`src/rtl/x_pulse_conditioner.sv`:
```
// Conditions a raw asynchronous line into one single-cycle x_pulse per debounced rising edge.
// Also reports the debounced level, a qualification-busy flag and a wrapping pulse count.
module x_pulse_conditioner #(
  parameter int DB_CYCLES = 4,
  parameter int DB_W      = 3,
  parameter int CNT_W     = 8
) (
  input  logic             clk,
  input  logic             reset,
  input  logic             raw_in,
  input  logic             en,
  output logic             x_pulse,
  output logic             level,
  output logic             busy,
  output logic [CNT_W-1:0] pulse_count
);

  localparam logic [1:0] LOW      = 2'd0;
  localparam logic [1:0] RISE_CHK = 2'd1;
  localparam logic [1:0] HIGH     = 2'd2;
  localparam logic [1:0] FALL_CHK = 2'd3;

  localparam logic [DB_W-1:0] DB_LAST = DB_W'(DB_CYCLES - 1);

  logic            sync1;
  logic            sync2;
  logic [1:0]      state;
  logic [1:0]      state_nxt;
  logic [DB_W-1:0] db_cnt;
  logic [DB_W-1:0] cnt_nxt;
  logic            rise_done;

  always_ff @(posedge clk or negedge reset) begin
    if (!reset) begin
      sync1 <= 1'b0;
      sync2 <= 1'b0;
    end else begin
      sync1 <= raw_in;
      sync2 <= sync1;
    end
  end

  // Any sample disagreeing with the candidate level drops straight back to the stable state.
  always_comb begin
    state_nxt = state;
    cnt_nxt   = db_cnt;
    rise_done = 1'b0;
    case (state)
      LOW: begin
        if (sync2) begin
          state_nxt = RISE_CHK;
          cnt_nxt   = DB_W'(1);
        end
      end
      RISE_CHK: begin
        if (!sync2) begin
          state_nxt = LOW;
          cnt_nxt   = '0;
        end else if (db_cnt == DB_LAST) begin
          state_nxt = HIGH;
          cnt_nxt   = '0;
          rise_done = 1'b1;
        end else begin
          cnt_nxt = db_cnt + 1'b1;
        end
      end
      HIGH: begin
        if (!sync2) begin
          state_nxt = FALL_CHK;
          cnt_nxt   = DB_W'(1);
        end
      end
      FALL_CHK: begin
        if (sync2) begin
          state_nxt = HIGH;
          cnt_nxt   = '0;
        end else if (db_cnt == DB_LAST) begin
          state_nxt = LOW;
          cnt_nxt   = '0;
        end else begin
          cnt_nxt = db_cnt + 1'b1;
        end
      end
      default: begin
        state_nxt = LOW;
        cnt_nxt   = '0;
      end
    endcase
  end

  // Outputs are decoded from the next state so they change on the same edge as the FSM.
  always_ff @(posedge clk or negedge reset) begin
    if (!reset) begin
      state       <= LOW;
      db_cnt      <= '0;
      x_pulse     <= 1'b0;
      level       <= 1'b0;
      busy        <= 1'b0;
      pulse_count <= '0;
    end else begin
      state   <= state_nxt;
      db_cnt  <= cnt_nxt;
      level   <= (state_nxt == HIGH) || (state_nxt == FALL_CHK);
      busy    <= (state_nxt == RISE_CHK) || (state_nxt == FALL_CHK);
      x_pulse <= rise_done && en;
      if (rise_done && en) begin
        pulse_count <= pulse_count + 1'b1;
      end
    end
  end

endmodule

```
`config.mk`:
```
export PLATFORM = sky130hd
export DESIGN_NAME = x_pulse_conditioner
export DESIGN_NICKNAME = d
export VERILOG_FILES = /design/src/rtl/x_pulse_conditioner.sv
export SDC_FILE = /design/constraint.sdc
export NUM_CORES = 1
export LEC_CHECK = 0
export CAP_MARGIN = 40
export CORE_UTILIZATION = 39
export DETAILED_ROUTE_END_ITERATION = 10
export PLACE_DENSITY = 0.63
export SKIP_CTS_REPAIR_TIMING = 1
export SYNTH_ARGS = -nofsm -noshare
export SYNTH_HDL_FRONTEND = slang
export SYNTH_SLANG_ARGS = --single-unit
```
`constraint.sdc`:
```
create_clock -name clk -period 1.5 [get_ports clk]
set_input_delay 0.15 -clock clk [delete_from_list [all_inputs] [get_ports clk]]
set_output_delay 0.15 -clock clk [all_outputs]
set_load 0.02 [all_outputs]
```
==> Flow_metrics.wiki <==
{| class="wikitable"
! Metric !! Value
|-
| Result of the run || completed
|-
| Number of port buffers || 14
|-
| First-pass GRT wire length || 2120 um
|-
| Site Rows || 15
|-
| Critical path fanouts, max || 3
|-
| Type of the tightest min-delay check || primary input to async pin
|-
| Vias per cell || 4.84
|-
| Switching part of the total || 0.344
|-
| Clock tree from TritonCTS || yes
|-
| Gate count after technology mapping || 60
|-
| Design internal power || 0.000862 W
|-
| Area after DPL || 930 um2
|-
| Post-synthesis adder-cell area fraction || 0.0331
|-
| RSZ-0062 raised after global routing || no
|-
| Pins Over Slew Limit || 0
|-
| Area growth from synthesis to final layout || 29.0%
|-
| Initial antenna violation count || 0
|-
| Number of buffers between clock root and the deepest sink || 2
|-
| Inserted Clock Buffers || 3
|-
| Number of max-cap violations || 0
|-
| CP arrival || 1290 ps
|-
| Number of antenna-violating nets in the routed design || 0
|-
| RD Place Congestion || 0.692
|-
| Fraction of layout cells with a size suffix above 1 || 0.167
|-
| Critical path startpoint category || flip-flop
|-
| Part of the power in registers || 0.498
|-
| Share of power burned in the clock network || 0.182
|-
| Mux cell area share after synthesis || 0.0348
|-
| Global-route congestion overflow total || 0
|-
| Clock latency at the later pin of the worst-skew pair || 280 ps
|-
| Critical path endpoint category || primary output
|-
| Timing-limited maximum frequency || 693 MHz
|-
| Count of routing violations after the opening detailed-route iteration || 5
|-
| Setup ws final || 57.6 ps
|-
| Die span in x || 46.0 um
|-
| Number of buffer and inverter stages on the critical path || 1
|-
| CP cell instances || clkdlybuf4s50_1
|-
| Final worst path period share || 0.962
|-
| Pin count of the biggest net entering global routing || 18
|-
| Initial standard-cell utilization of the core || 0.428
|-
| Total instance count after detailed placement || 99
|-
| Detailed-placement wirelength estimate || 901 um
|-
| DR vias || 499
|-
| Layout filler cell count || 176
|-
| Fraction of the mapped netlist area in simple logic gates || 0.217
|-
| Origin of the critical flop-to-flop path || db_cnt[0]$_DFFE_PN0P_
|-
| Antenna cell count || 0
|-
| Std-Cell Core Area || 1760 um2
|-
| Full die area || 2120 um2
|-
| Net switching component of the power || 0.000452 W
|-
| Slew HR || 0.807
|-
| Highest cell delay on the worst timing path || 620 ps
|-
| Max H-tree Level || 1
|-
| Synth Area in Compound Gates || 0.0265
|-
| Power density cells || 1350 nW/um2
|-
| CP top delay family || buffers and inverters
|-
| Boundary pin count || 15
|-
| Post-Synthesis Cell Area || 756 um2
|-
| Smallest hold slack || 181 ps
|-
| Via count of the first global-routing pass || 484
|-
| Worst-path clk slew || 100 ps
|-
| Residual DRC || 0
|-
| Final Skew || 5.17 ps
|-
| Cell with the largest stage delay on the worst path || clkdlybuf4s50_1
|-
| Count of endpoints failing hold in the final timing report || 0
|-
| Leakage || 0.529 nW
|-
| Proportion of power drawn by combinational gates || 0.320
|-
| R2r setup slk || 100 ps
|-
| Average detailed-routed wire length per instance || 12.1 um
|-
| Number of synthesized register bits || 17
|-
| Worst Tran Pin Value || 287 ps
|-
| Main combinational cell family by area after synthesis || simple AND/OR/NAND/NOR gates
|-
| Vertical extent of the die || 46.0 um
|-
| Parity-gate share of the synthesized area counting xor and xnor cells || 0.104
|-
| Unique cell type count in the Yosys netlist || 23
|-
| Yosys warns || 0
|-
| Worst voltage drop across the vdd grid || 0.793 mV
|-
| Detailed Route WL || 1250 um
|-
| Place WS || 58.8 ps
|-
| Number of optimization iterations in the first detailed-route pass || 4
|-
| Min cycle time layout || 1440 ps
|-
| Worst Setup SP || pulse_count[5]$_DFFE_PN0P_
|-
| All-layer global routing usage || 0.147
|-
| Layout Cell Area excl Fill || 975 um2
|-
| Part of the Yosys area used for sequential elements || 0.563
|-
| Worst setup path class || flip-flop to primary output
|-
| Power Total || 0.00131 W
|-
| Final number of setup-violating endpoints || 0
|-
| Clk root buf || clkbuf_4
|-
| Post-Layout Cell Count || 103
|-
| Average cell area after synthesis || 12.6 um2
|-
| TritonCTS Sinks || 17
|-
| Required time of the critical path || 1350 ps
|-
| Synthesized net count || 66
|-
| Net total in the final layout || 85
|}
## routing by layer
layer  share of wire  track usage  up-vias
met5               0            0        -
met4           0.018       0.0882        0
met3           0.034       0.0238        2
met2            0.47        0.208       12
met1            0.48        0.209      246
li1                -            -      239
## state kept, by name, summed over array words and instances (netlist names)
name / count
pulse_count: 8
db_cnt: 3
busy: 1
level: 1
state: 1
sync1: 1
sync2: 1
x_pulse: 1
## power groups by stage
stage	combinational, W	clock, W	sequential (W)
after global routing	0.000459	0.000269	0.000669
after floorplan	0.000212	0	0.000705
after CTS	0.000432	0.000249	0.000655
after detailed placement	0.000430	0	0.000663
after global placement	0.000421	0	0.000659
final	0.000420	0.000240	0.000655
## worst paths after layout
| check | to | cells after the start |
|---|---|---|
| min | db_cnt[1]$_DFFE_PN0P_ | 2 |
| max reg2reg | pulse_count[1]$_DFFE_PN0P_ | 4 |
| min in group clk | sync1$_DFF_PN0_ | 1 |
| max in group asynchronous | sync2$_DFF_PN0_ | 2 |
| max | pulse_count[5] | 1 |
| min reg2reg | sync2$_DFF_PN0_ | 0 |
## layout by cell type, fill, tap and decap left out, types with 2 or more instances in the layout
cell type / n
inv_1: 3
nand2_1: 4
nor3_1: 4
xor2_1: 6
dlymetal6s2s_1: 6
clkbuf_4: 3
and2_2: 2
nor2_1: 2
xnor2_1: 3
dfrtp_1: 17
nand4b_1: 3
clkdlybuf4s50_1: 8
nand4_1: 2
## per-stage QoR
step                 util  setup TNS, ps
global route        0.552              0
global placement    0.527              0
CTS                 0.543           -116
detailed placement  0.527              0
floorplan               -              0
finish              0.552              0
## layout make-up
type / instances / area (um2) / share of cell area
inverters: 3 / 11.3 / 0.0116
repair buffers: 15 / 163 / 0.167
clock buffers: 3 / 22.5 / 0.0231
well taps: 25 / 31.3 / 0.0321
flip-flops and latches: 17 / 425 / 0.436
multi-input cells: 39 / 317 / 0.325
clock inverters: 1 / 5.00 / 0.00513
## cell families (layout without fill, tap and decap cells)
family | after synthesis | in the layout
adder cells (fa/ha/maj) | 2 | 2
AND/OR/NAND/NOR | 23 | 23
buffers and inverters | 4 | 22
AO/OA/AOI/OAI | 3 | 3
XOR/XNOR | 9 | 9
multiplexers | 2 | 2
flip-flops | 17 | 17
## cell usage after synthesis
cell | instances | area (um2)
o21ai_0 | 1 | 5.00
dfrtp_1 | 17 | 425
xnor2_1 | 3 | 26.3
nand4b_1 | 3 | 26.3
a22oi_1 | 1 | 7.51
nor4_2 | 1 | 12.5
inv_1 | 3 | 11.3
ha_1 | 2 | 25.0
nor3_4 | 1 | 16.3
buf_2 | 1 | 5.00
nor3_1 | 4 | 20.0
nand4_1 | 2 | 12.5
mux2_4 | 1 | 15.0
and2_2 | 2 | 15.0
xor2_1 | 6 | 52.6
o21a_1 | 1 | 7.51
mux2_2 | 1 | 11.3
nor3b_1 | 1 | 7.51
nand2_1 | 4 | 15.0
nand3b_4 | 1 | 20.0
nor2_1 | 2 | 7.51
nand2b_1 | 1 | 6.26
nand3_1 | 1 | 5.00
(Power assumes the default switching activity.)
==> RTL edit 1, RTL diff (same flow settings) <==
Change the parameter `CNT_W` from 8 to 7.
--- a/src/rtl/x_pulse_conditioner.sv
+++ b/src/rtl/x_pulse_conditioner.sv
@@ -3,7 +3,7 @@
 module x_pulse_conditioner #(
   parameter int DB_CYCLES = 4,
   parameter int DB_W      = 3,
-  parameter int CNT_W     = 8
+  parameter int CNT_W     = 7
 ) (
   input  logic             clk,
   input  logic             reset,
Ports: changed (resized pulse_count); port bits go from 15 to 14. No check against the original RTL was run, so the function may have changed too.
==> RTL edit 1 against the original RTL <==
Total power is 5.0% lower; count of clock-buffer cells in the layout stayed put; area after synthesis is 6.5% lower; routed wire length is 20% lower; cell area is 5.5% lower; sequential cell count is 1 lower; clock power is 13% lower; largest cell class unchanged; sequential power is 6.0% lower; setup slack worse by 6.4 ps.
==> RTL edit 1: results (changes against the original RTL) <==
- Worst reg2reg path depth: 4 (unchanged)
- Sequential fraction of the synthesis area: 0.5664 (+0.003458)
- Largest net degree at the start of global routing: 17 (-1)
- DP Wirelength: 769.6 µm (-15%)
- P_int: 0.0008356 W (-3.1%)
- FILL cells: 151 (-14%)
- Final net count: 78 (-8.2%)
- Clock latency on the worst-skew pair: 280 ps (about the same)
- Clock slew at reported path FFs: 80 ps (-20 ps)
- Hold slack final: 181.8 ps (+0.6910 ps)
- Peak supply drop: 0.0007264 V (-8.4%)
- Share of layout cells above drive strength 1: 0.1857 (+0.01905)
- Largest register by flop count: pulse_count
- Slowest CP cell: clkdlybuf4s50_1
- Slew margin rel.: 0.8210 (+0.01370)
- DRT Pass-1 Iters: 3 (-1)
- Initial drt markers: 3 (-2)
- Routed len/inst: 10.57 µm (-13%)
- Largest cells by area after synthesis: dfrtp_1 (57%), xor2_1 (6.2%), nand3b_4 (5.7%)
- GPL Wtd Cong: 0.6987 (+1.0%)
- Worst r2r src: db_cnt[0]$_DFFE_PN0P_
- Initial antenna violation count: 0 (unchanged)
- First-pass GRT wire length: 1.863 mm (-12%)
- CTS root buf: clkbuf_4
- Max H-tree Level: 1 (unchanged)
- Vias: 443 (-11%)
- Yosys cell types: 22 (-4.3%)
- CP top delay family: buffers and inverters
- Worst R2R End: pulse_count[1]$_DFFE_PN0P_
- # port buffers: 13 (-1)
- Warnings from Yosys: 0 (unchanged)
- Worst Skew: 2.269 ps (-2.905 ps)
- Vias in the first global route: 429 (-11%)
- Most instantiated cells after synthesis: dfrtp_1 (16), xor2_1 (5), nand3_1 (3), nor3_1 (3)
- CTS Buf Count: 3 (unchanged)
- Via/cell ratio: 4.663 (-3.7%)
- Antenna Cells: 0 (unchanged)
- CTS max path bufs: 2 (unchanged)
- Max stage delay on crit path: 620 ps (about the same)
- Syn avg cell area: 13.59 µm² (+7.9%)
- Leakage power: 0.5214 nW (-1.3%)
- DP Cell Count: 92 (-7.1%)
- Data arrival, critical path: 1300 ps
- Regs by FF count: pulse_count (7), db_cnt (3)
- Multiplexer share of the synthesized area: 0.03186 (-0.002910)
- CP max FO: 4 (+1)
- XOR/XNOR Fraction of Synth Area: 0.09735 (-0.006960)
- Synthesized-area fraction occupied by adder cells: 0.03540 (+0.002286)
- Synth Area in Compound Gates: 0.03540 (+0.008908)
- Hold WC Path Type: primary input to async pin
- Syn nets: 58 (-12%)
- Asr flop ratio synth: 1.000 (unchanged)
- Outcome: finished clean
- R2r setup slk: 100 ps (about the same)
- Total track usage: 0.1382 (-0.008691)
- Final antenna-violating net count: 0 (unchanged)
==> RTL edit 1: changes by cell type after synthesis, sizes merged, moves of 2 or more <==
| cell | before | now |
|---|---|---|
| xnor2 | 3 | 1 |
| nand3 | 1 | 3 |
| nand4b | 3 | 0 |
| nor3 | 5 | 3 |
| nand2 | 4 | 1 |
==> RTL edit 1: final cells by class <==
cell class	count	area, µm²	share of cell area
multi-input combinational	34	299.0	0.3247
timing repair buffer	15	160.2	0.1739
inverter	2	7.507	0.008152
tap	25	31.28	0.03397
clock buffer	3	22.52	0.02446
sequential	16	400.4	0.4348
==> RTL edit 1: stage by stage <==
stage | TNS, ps | cell area [µm²] | power, W | setup slack, ps
CTS | -20.17 | 905.9 | 0.001287 | -20.17
finish | 0 | 920.9 | 0.001248 | 51.18
global placement | 0 | 883.3 | 0.001050 | 131.3
floorplan | 0 | 706.9 | 0.0008872 | 173.9
detailed placement | 0 | 883.3 | 0.001066 | 107.4
global route | 0 | 920.9 | 0.001361 | 1.942
==> RTL edit 1: metal layers <==
layer  up-vias  track usage  wire length (µm)
met4         0      0.07273                18
met2        14       0.1971               465
met5         -            0                 0
met3         2      0.08163                83
met1       210       0.1632               437
li1        217            -                 -
==> RTL edit 1: cell families (layout without fill, tap and decap cells) <==
family | count (synthesis) | in the layout
AO/OA/AOI/OAI | 4 | 4
XOR/XNOR | 7 | 7
adder cells (fa/ha/maj) | 2 | 2
buffers and inverters | 2 | 20
flip-flops | 16 | 16
multiplexers | 2 | 2
AND/OR/NAND/NOR | 19 | 19
==> RTL edit 1: worst max path at each step <==
stage                          startpoint                    endpoint  cells after the start
6_report       pulse_count[4]$_DFFE_PN0P_              pulse_count[4]                      1
5_1_grt        pulse_count[4]$_DFFE_PN0P_              pulse_count[4]                      1
4_1_cts                   level$_DFF_PN0_                       level                      1
3_5_place_dp                           en  pulse_count[1]$_DFFE_PN0P_                      4
3_3_place_gp        db_cnt[0]$_DFFE_PN0P_  pulse_count[1]$_DFFE_PN0P_                      4
2_1_floorplan       db_cnt[0]$_DFFE_PN0P_  pulse_count[1]$_DFFE_PN0P_                      4
==> RTL edit 1: power groups by stage <==
| stage | Combinational, W | Sequential, W | Clock (W) |
|---|---|---|---|
| detailed placement | 0.000438 | 0.000628 | 0 |
| global placement | 0.000424 | 0.000626 | 0 |
| global route | 0.000474 | 0.000639 | 0.000247 |
| CTS | 0.000441 | 0.000620 | 0.000226 |
| finish | 0.000424 | 0.000616 | 0.000209 |
| floorplan | 0.000209 | 0.000678 | 0 |
==> RTL edit 2, RTL diff (config.mk and constraints unchanged) <==
Without the edit above. Make the reset (`reset`) synchronous in 2 clocked blocks. Comments in the files are not updated.
--- a/src/rtl/x_pulse_conditioner.sv
+++ b/src/rtl/x_pulse_conditioner.sv
@@ -30,7 +30,7 @@
   logic [DB_W-1:0] cnt_nxt;
   logic            rise_done;
 
-  always_ff @(posedge clk or negedge reset) begin
+  always_ff @(posedge clk) begin
     if (!reset) begin
       sync1 <= 1'b0;
       sync2 <= 1'b0;
@@ -89,7 +89,7 @@
   end
 
   // Outputs are decoded from the next state so they change on the same edge as the FSM.
-  always_ff @(posedge clk or negedge reset) begin
+  always_ff @(posedge clk) begin
     if (!reset) begin
       state       <= LOW;
       db_cnt      <= '0;
Behaviour: differs if reset is asserted again (counterexample within 4 cycles, from zero or initial values and one cycle with reset low); with reset held inactive, the same outputs for 10 cycles.
==> RTL edit 2 against the original RTL <==
Clock skew down 4.2 ps; first-iteration DRC count up 40%; largest cell class is now multi-input gates; area after synthesis unchanged; sequential share of layout area down 13 points; routed wire length up 38%; highest routed layer unchanged; setup slack better by 44 ps; hold slack better by 250 ps; die area unchanged; cell area up 14%; sequential cell count unchanged; register-to-register slack better by 20 ps.
Power is not compared: it rests on default switching activity, and its combinational part moved more than twofold at a synthesized area within 25%.
==> RTL edit 2: results (changes against the original RTL) <==
- Outcome: finished clean
- Initial drt markers: 7 (+2)
- GPL Wtd Cong: 0.8260 (+19%)
- Post-Layout Cell Count: 132 (+28%)
- DP Wirelength: 1.257 mm (+40%)
- Asr flop ratio synth: 0 (-1.000)
- Routed len/inst: 13.08 µm (+7.7%)
- Vias in the first global route: 686 (+42%)
- Sequential fraction of the synthesis area: 0.4503 (-0.1126)
- DP Worst Slack: -23.98 ps (-82.77 ps)
- Metal2 WL: 858 µm (+47%)
- Met1 GRT Util: 0.2257 (+0.01700)
- Data arrival, critical path: 1250 ps (-40 ps)
- Most instantiated cells after synthesis: dfxtp_1 (17), a21oi_1 (9), o21ai_0 (4)
- Final net count: 114 (+34%)
- XOR/XNOR Fraction of Synth Area: 0.01159 (-0.09272)
- DP Area: 1028 µm² (+11%)
- Syn nets: 84 (+27%)
- Largest cells by area after synthesis: dfxtp_1 (45%), a21oi_1 (6.0%), ha_1 (3.3%)
- Worst Skew: 0.9329 ps (-4.241 ps)
- M1 WL: 778 µm (+29%)
- Synth Area in Compound Gates: 0.1391 (+0.1126)
- Via/cell ratio: 5.303 (+9.5%)
- Metal3 WL: 52 µm (+21%)
- Total track usage: 0.1857 (+0.03884)
RTL edit 2: final cells by class:
cell class / count / area (µm²)
fillers: 162 / 649.4
clock buffers: 3 / 22.52
multi-input cells: 56 / 431.7
repair buffers: 27 / 270.3
inverters: 3 / 11.26
flip-flops and latches: 17 / 342.8
well taps: 25 / 31.28
clock inverters: 1 / 5.005
RTL edit 2: per-stage QoR:
| stage | total power [W] | TNS, ps |
|---|---|---|
| 2_1_floorplan | 0.0004875 | 0 |
| 3_3_place_gp | 0.0005093 | -27.50 |
| 3_5_place_dp | 0.0005110 | -38.05 |
| 4_1_cts | 0.0007532 | -148.9 |
| 5_1_grt | 0.0007752 | 0 |
| 6_report | 0.0007413 | 0 |
RTL edit 2: worst paths after layout:
check	endpoint	slack, ps	cells after the start
worst max-delay path	pulse_count[7]	100	1
worst min-delay path	sync1$_SDFF_PN0_	440	2
worst max register to register	pulse_count[5]$_SDFFE_PN0P_	120	5
worst min register to register	sync2$_SDFF_PN0_	450	1
